==> config.mk <==
export PLATFORM = sky130hd
export DESIGN_NAME = score_tracker
export DESIGN_NICKNAME = d
export VERILOG_FILES = /design/src/rtl/score_tracker_pkg.sv /design/src/rtl/score_tracker_bcd_digit.sv /design/src/rtl/score_tracker.sv
export SDC_FILE = /design/constraint.sdc
export NUM_CORES = 1
export LEC_CHECK = 0
export BUFFER_PORTS_ARGS = -buffer_cell sky130_fd_sc_hd__buf_2
export CAP_MARGIN = 20
export CORE_MARGIN = 2
export CORE_UTILIZATION = 55
export CTS_BUF_LIST = sky130_fd_sc_hd__clkbuf_16
export CTS_CLUSTER_SIZE = 14
export DETAILED_ROUTE_END_ITERATION = 8
export GPL_ROUTABILITY_DRIVEN = 0
export PLACE_DENSITY_LB_ADDON = 0.25
export SETUP_SLACK_MARGIN = 0.5
export SLEW_MARGIN = 5
export SYNTH_ARGS = -nofsm -noshare
export SYNTH_HDL_FRONTEND = slang
export SYNTH_SLANG_ARGS = --single-unit
==> constraint.sdc <==
create_clock -name clk -period 4.5 [get_ports clk]
set_input_delay 0.9 -clock clk [delete_from_list [all_inputs] [get_ports clk]]
set_output_delay 0.9 -clock clk [all_outputs]
set_load 0.1 [all_outputs]
==> src/rtl/score_tracker_pkg.sv <==
// score_tracker_pkg: shared game-state type and BCD constants for score_tracker
package score_pkg;
    typedef enum logic [1:0] {IDLE, PLAY, LOSE} game_state_t;
    localparam int BCD_W = 4;
    localparam logic [BCD_W-1:0] BCD_NINE = 4'd9;
endpackage

==> src/rtl/score_tracker_bcd_digit.sv <==
// bcd_digit: one BCD score digit that counts 0..9 and carries out on 9->0
module bcd_digit
    import score_pkg::*;
(
    input  logic             clk,
    input  logic             rst,
    input  logic             inc_in,
    input  logic             clr,
    output logic [BCD_W-1:0] digit,
    output logic             carry_out
);
    logic [BCD_W-1:0] digit_q;
    assign digit     = digit_q;
    assign carry_out = inc_in & (digit_q == BCD_NINE);
    // Digit register: clear wins, otherwise count up with wrap at nine
    always_ff @(posedge clk or posedge rst) begin
        if (rst)
            digit_q <= '0;
        else if (clr)
            digit_q <= '0;
        else if (inc_in)
            digit_q <= carry_out ? '0 : digit_q + 1'b1;
    end
endmodule

==> src/rtl/score_tracker.sv <==
// score_tracker: N-digit BCD score, miss counter and IDLE/PLAY/LOSE game FSM.
// Optional high-score register and new_record flag with SCORE_TRACKER_HIGH_SCORE_EN.
module score_tracker
    import score_pkg::*;
#(
    parameter int NUM_DIGITS = 2,
    parameter int MAX_MISSES = 3,
    parameter int MISS_W     = 4
) (
    input  logic                        clk,
    input  logic                        rst,
    input  logic                        start,
    input  logic                        correct_whack,
    input  logic                        missed_mole,
    output logic [BCD_W*NUM_DIGITS-1:0] score_bcd,
    output logic [MISS_W-1:0]           misses,
    output logic                        playing,
    output logic                        game_lose,
    output logic                        score_max
`ifdef SCORE_TRACKER_HIGH_SCORE_EN
    ,
    output logic [BCD_W*NUM_DIGITS-1:0] high_score,
    output logic                        new_record
`endif
);
    game_state_t       state_q;
    logic [MISS_W-1:0] misses_q, misses_d;
    logic              start_q, hit_q, miss_q;
    logic              start_ev, hit_ev, miss_ev, clr, lose_edge;
    logic [NUM_DIGITS:0]   carry;
    logic [NUM_DIGITS-1:0] is_nine;

    assign start_ev  = start & ~start_q;
    assign hit_ev    = correct_whack & ~hit_q;
    assign miss_ev   = missed_mole & ~miss_q;
    assign clr       = start_ev & (state_q != PLAY);
    assign misses_d  = misses_q + 1'b1;
    assign lose_edge = (state_q == PLAY) & miss_ev & (misses_d == MISS_W'(MAX_MISSES));
    assign playing   = (state_q == PLAY);
    assign game_lose = (state_q == LOSE);
    assign misses    = misses_q;
    assign score_max = &is_nine;
    // Saturation: the chain is never fed once every digit shows nine
    assign carry[0]  = hit_ev & playing & ~score_max;

    genvar i;
    generate
        for (i = 0; i < NUM_DIGITS; i++) begin : g_digit
            bcd_digit u_digit (
                .clk      (clk),
                .rst      (rst),
                .inc_in   (carry[i]),
                .clr      (clr),
                .digit    (score_bcd[BCD_W*i +: BCD_W]),
                .carry_out(carry[i+1])
            );
            assign is_nine[i] = (score_bcd[BCD_W*i +: BCD_W] == BCD_NINE);
        end
    endgenerate

    // Game FSM, miss counter and input edge-detect history
    always_ff @(posedge clk or posedge rst) begin
        if (rst) begin
            state_q  <= IDLE;
            misses_q <= '0;
            start_q  <= 1'b0;
            hit_q    <= 1'b0;
            miss_q   <= 1'b0;
        end else begin
            start_q <= start;
            hit_q   <= correct_whack;
            miss_q  <= missed_mole;
            if (state_q == PLAY) begin
                if (miss_ev) begin
                    misses_q <= misses_d;
                    if (lose_edge)
                        state_q <= LOSE;
                end
            end else if (start_ev) begin
                state_q  <= PLAY;
                misses_q <= '0;
            end
        end
    end

`ifdef SCORE_TRACKER_HIGH_SCORE_EN
    logic [BCD_W*NUM_DIGITS-1:0] score_nxt, high_score_q;
    logic                        new_record_q;

    generate
        for (i = 0; i < NUM_DIGITS; i++) begin : g_next
            assign score_nxt[BCD_W*i +: BCD_W] = carry[i] ?
                (is_nine[i] ? '0 : score_bcd[BCD_W*i +: BCD_W] + 1'b1) :
                score_bcd[BCD_W*i +: BCD_W];
        end
    endgenerate

    assign high_score = high_score_q;
    assign new_record = new_record_q;

    // Best final score; packed BCD compares exactly like digit-wise MSD-first
    always_ff @(posedge clk or posedge rst) begin
        if (rst) begin
            high_score_q <= '0;
            new_record_q <= 1'b0;
        end else if (lose_edge && (score_nxt > high_score_q)) begin
            high_score_q <= score_nxt;
            new_record_q <= 1'b1;
        end else if (clr) begin
            new_record_q <= 1'b0;
        end
    end
`endif
endmodule

# Word-level counts from Yosys, hierarchy flattened
# Index checks and enable logic that the tools add are counted.
# classes
reduce_logical	6
muxes	13
add_sub_neg	3
shift	0
n_lt_le_gt_ge	0
bitwise	14
n_div	0
n_eq_ne	8
mul	0
# ops
op	n
two-way mux 4 bit	9
adder 4 x 1 -> 4 bit (second input constant)	3
bitwise AND 1 bit	10
equality test 4 bit (second input constant)	2
two-way mux 2 bit	4
!= test 2 x 1 -> 1 bit (second input constant)	3
nonzero test 2 bit	3
equality test 4 x 2 -> 1 bit (second input constant)	1
inverter 1 bit	4
AND reduction 2 bit	2
AND reduction 3 bit	1
equality test 2 x 1 -> 1 bit (second input constant)	1
equality test 2 bit (second input constant)	1
# totals
romBits	0
regBits	17
n_memories	0
mem_bits_rw	0
word_cells	51
latchBits	0
output_inout_bits	15

# Longest topological paths before layout
# logic_depth
word_depth	9
ltp_mapped	5
depth_no_buf	5

# Cells and area by module
# From an unflattened synthesis, not the netlist that was laid out.
# hier_totals
hier_cells	93
hier_area_um2	947.2
# by_module_without_submodules
module	area_per_inst_um2	cells_each	n_inst
bcd_digit	245.2	27	2
score_tracker	456.7	39	1

# Least setup slack after synthesis
# OpenSTA, ideal clock, no wires.
# synth_path
kind	reg-to-output
from	reg g_digit[0].u_digit.digit_q[0]
to	out score_max
path_buffers	0
stages_incl_launch_ff	4
slack_ps	852
arrival_time_ps	2748
required_time_ps	3600
path_cell_list	dfrtp_1 -> ha_1 -> nand3b_1 -> nor2_1
# synth_between
elab_chain_len	2
# synth_rtl
element	line_no	text
from (decl)	score_tracker_bcd_digit.sv:12	logic [BCD_W-1:0] digit_q;
from (signal assigned)	score_tracker_bcd_digit.sv:22	digit_q <= carry_out ? '0 : digit_q + 1'b1;
equality test 4 bit	score_tracker.sv:57	assign is_nine[i] = (score_bcd[BCD_W*i +: BCD_W] == BCD_NINE);
AND reduction 2 bit	score_tracker.sv:42	assign score_max = &is_nine;
to (decl)	score_tracker.sv:19	output logic score_max
# No other way between the ends.

# Worst setup path in the final report
# layout_path
from	reg g_digit[0].u_digit.digit_q[1]
to	out score_max
# Same word-level chain as after synthesis.

==> metrics.md <==
| Metric | Value |
|---|---|
| Hold buffers post-CTS | `0` |
| Final setup vio count | `0` |
| CP top delay family | `buffers and inverters` |
| Top-count cell post-synth | `dfrtp_1` |
| Synthesized instance count | `83` |
| Port buffer count | `19` |
| FFs w/ async S/R, synth | `100.0%` |
| Min Tclk post-route | `2.581 ns` |
| Leading area contributor after synthesis | `dfrtp_1` |
| Worst-margin pin slew | `0.6469 ns` |
| Grt ovf | `0` |
| Top-level port count | `20` |
| Initial antenna violation count | `0` |
| Vias in the first global route | `700` |
| Initial DRC count | `12` |
| First-pass iteration count of the detailed router | `4` |
| N_diodes | `0` |
| Syn Area/Cell | `10.70 um^2` |
| Status | `finished clean` |
| Final WL | `1.874 mm` |
| Worst slack, placed | `2.190 ns` |
| # H-tree levels | `1` |
| Area grow syn2layout | `20.42%` |
| Crit-path cells | `inv_1 > ha_1 > nand3b_1 > nor2_1 > buf_2` |
| Multi-input logic area | `424.2 um^2` |
| Netlist cell types | `31` |
| Yosys reg bits | `17` |
| Number of remaining DRC errors | `0` |
| Slowest cell on crit path | `buf_2` |
| Worst Path Arrival | `1.68 ns` |
| Reg2reg path depth | `5` |
| Core Footprint | `1506 um^2` |
| CP endpoint kind | `primary output` |
| Final Slew Violations | `0` |
| Yosys warning count | `0` |
| Nets | `115` |
| Setup ws final | `1.919 ns` |
| Final Hold Viols | `0` |
| Clk slew on worst S/H paths | `0.05 ns` |
| Slowest stage delay, CP | `0.43 ns` |
| Share of cells above drive strength 1 | `26.21%` |
| Tcrit/Tclk final | `57.35%` |
| Clk_skew | `0.001839 ns` |
| Crit path kind | `reg2out` |
| Critical Path Stages | `5` |
| RSZ-0062 raised after global routing | `false` |
| Row count | `14` |
| Chip width | `44.19 um` |
| Max-slew headroom | `56.82%` |
| Syn Std Cell Area | `888.4 um^2` |
| Wirelength per Cell | `15.75 um` |
| Root Buffer | `clkbuf_16` |
| Post-synthesis sequential area ratio | `47.89%` |
| Die area | `1953 um^2` |
| Setup Fix Bufs, Post-CTS | `0` |
| Skew-Pair Late Insertion Delay | `0.25 ns` |
| CTS Buf Count | `3` |
| Vias post-DR | `735` |
| CTS sink count | `17` |
| Die Ht | `44.19 um` |
| # resized after CTS | `0` |
| Initial core utilization | `58.97%` |
| Maximum fanout along the worst path | `6` |
| TNS Setup | `0 ns` |
| Fillers | `108` |
| CTS tree | `done` |
| Area share of the largest cell type after synthesis | `47.89%` |
| Max cap viols | `0` |
| Pin count of the biggest net entering global routing | `18` |
| HPWL Detailed | `1.340 mm` |
| Min-Delay Path Class | `reg2reg` |
| Clk buf depth | `2` |
| FF+latch area | `425.4 um^2` |
| Fmax | `387.5 MHz` |
| First-pass GRT wire length | `3.187 mm` |
| Avg Vias per Cell | `6.176` |
| Worst Setup Start Kind | `register` |
| Synth cell count leaders | `dfrtp_1 (17), o21ai_0 (9), inv_1 (7)` |
| Antenna viol nets, final | `0` |
| WHS Path Cells | `1` |
| Synth area leaders | `dfrtp_1 (48%), ha_1 (8.5%), o21ai_0 (5.1%)` |
| CP Buf/Inv Count | `2` |
| Ys flop type | `dfrtp_1` |
| Post-synth EDFFs | `0` |
| GRT Util Overall | `22.32%` |
| Data required, critical path | `3.60 ns` |
| Syn_nets | `94` |
[final cells by class]
type | instances | area share, %
multi-input combinational | 56 | 39.65
sequential | 17 | 39.77
clock inverter | 1 | 0.3509
tap | 16 | 1.871
timing repair buffer | 19 | 8.889
inverter | 7 | 2.456
clock buffer | 3 | 7.018
[registers in the layout (all words and copies together), names as in the netlist]
register / cells
misses: 4
state_q: 2
hit_q: 1
g_digit.u_digit.digit: 8
start_q: 1
miss_q: 1
[routing by layer]
metal | track usage (%) | vias to the layer above | part of all wire [%]
li1 | - | 347 | -
met4 | 9.091 | 0 | 1.0
met2 | 36.76 | 23 | 50
met3 | 3.673 | 3 | 4.4
met1 | 29.21 | 362 | 44
met5 | 0 | - | 0
[layout by cell type, fill, tap and decap left out]
cell type / Yosys / routed
o211ai_1: 3 / 3
nand4_1: 1 / 1
o21ai_0: 9 / 9
nand3_1: 4 / 4
clkbuf_16: 0 / 3
inv_1: 7 / 8
nor2_1: 2 / 2
a22oi_1: 1 / 1
and3b_2: 1 / 1
or4_1: 2 / 2
a41oi_1: 1 / 1
and2b_2: 2 / 2
a21oi_1: 3 / 3
buf_2: 1 / 19
o22ai_1: 1 / 1
nand2_1: 2 / 2
ha_1: 6 / 6
nand4bb_1: 2 / 2
and4bb_2: 1 / 1
nor3b_1: 1 / 1
dfrtp_1: 17 / 17
a311oi_1: 1 / 1
xor2_1: 2 / 2
o32ai_1: 1 / 1
o21a_1: 1 / 1
nand2b_1: 1 / 1
o31ai_1: 1 / 1
or3_1: 1 / 1
nand3b_1: 2 / 2
mux2i_1: 3 / 3
a22o_2: 1 / 1
[logic make-up after synthesis]
logic type	synth area share (%)
AOI/OAI and AO/OA	16.62
and+or+nand+nor	17.33
DFF	47.89
buffers and inverters	4.367
adders and majority gates	8.450
muxes	3.380
xor gates and xnor gates	1.972
[worst register-to-register path: cells and delay by family (launching register included)]
kind            cells  cell delay (ns)
simple gates        2             0.69
flops               1             0.41
buf+inv             1             0.10
fa+ha+maj           1             0.17
compound gates      1             0.16
[final timing paths]
kind	from	to	slack [ns]
max in group asynchronous	rst	g_digit[0].u_digit.digit[3]	3.35
hold reg to reg	g_digit[1].u_digit.digit[2]	g_digit[1].u_digit.digit[2]	0.52
min in group asynchronous	rst	state_q[0]	0.73
setup / recovery	g_digit[0].u_digit.digit[1]	score_max	1.92
hold / removal	g_digit[1].u_digit.digit[2]	g_digit[1].u_digit.digit[2]	0.52
setup reg to reg	g_digit[0].u_digit.digit[1]	g_digit[1].u_digit.digit[3]	2.89
[metrics by stage]
step | hold slack, ns | instance area [um^2] | instances | utilization (%)
after floorplan | 0.5309 | 888.4 | 83 | -
after global placement | 0.5068 | 991.0 | 115 | 65.78
after detailed placement | 0.5107 | 991.0 | 115 | 65.78
after CTS | 0.5188 | 1070 | 119 | 71.01
after global routing | 0.5609 | 1070 | 119 | 71.01
final | 0.5174 | 1070 | 119 | 71.01
Power is not shown: default switching activity piles up to over one toggle a cycle in this logic, so the estimate is an artifact.
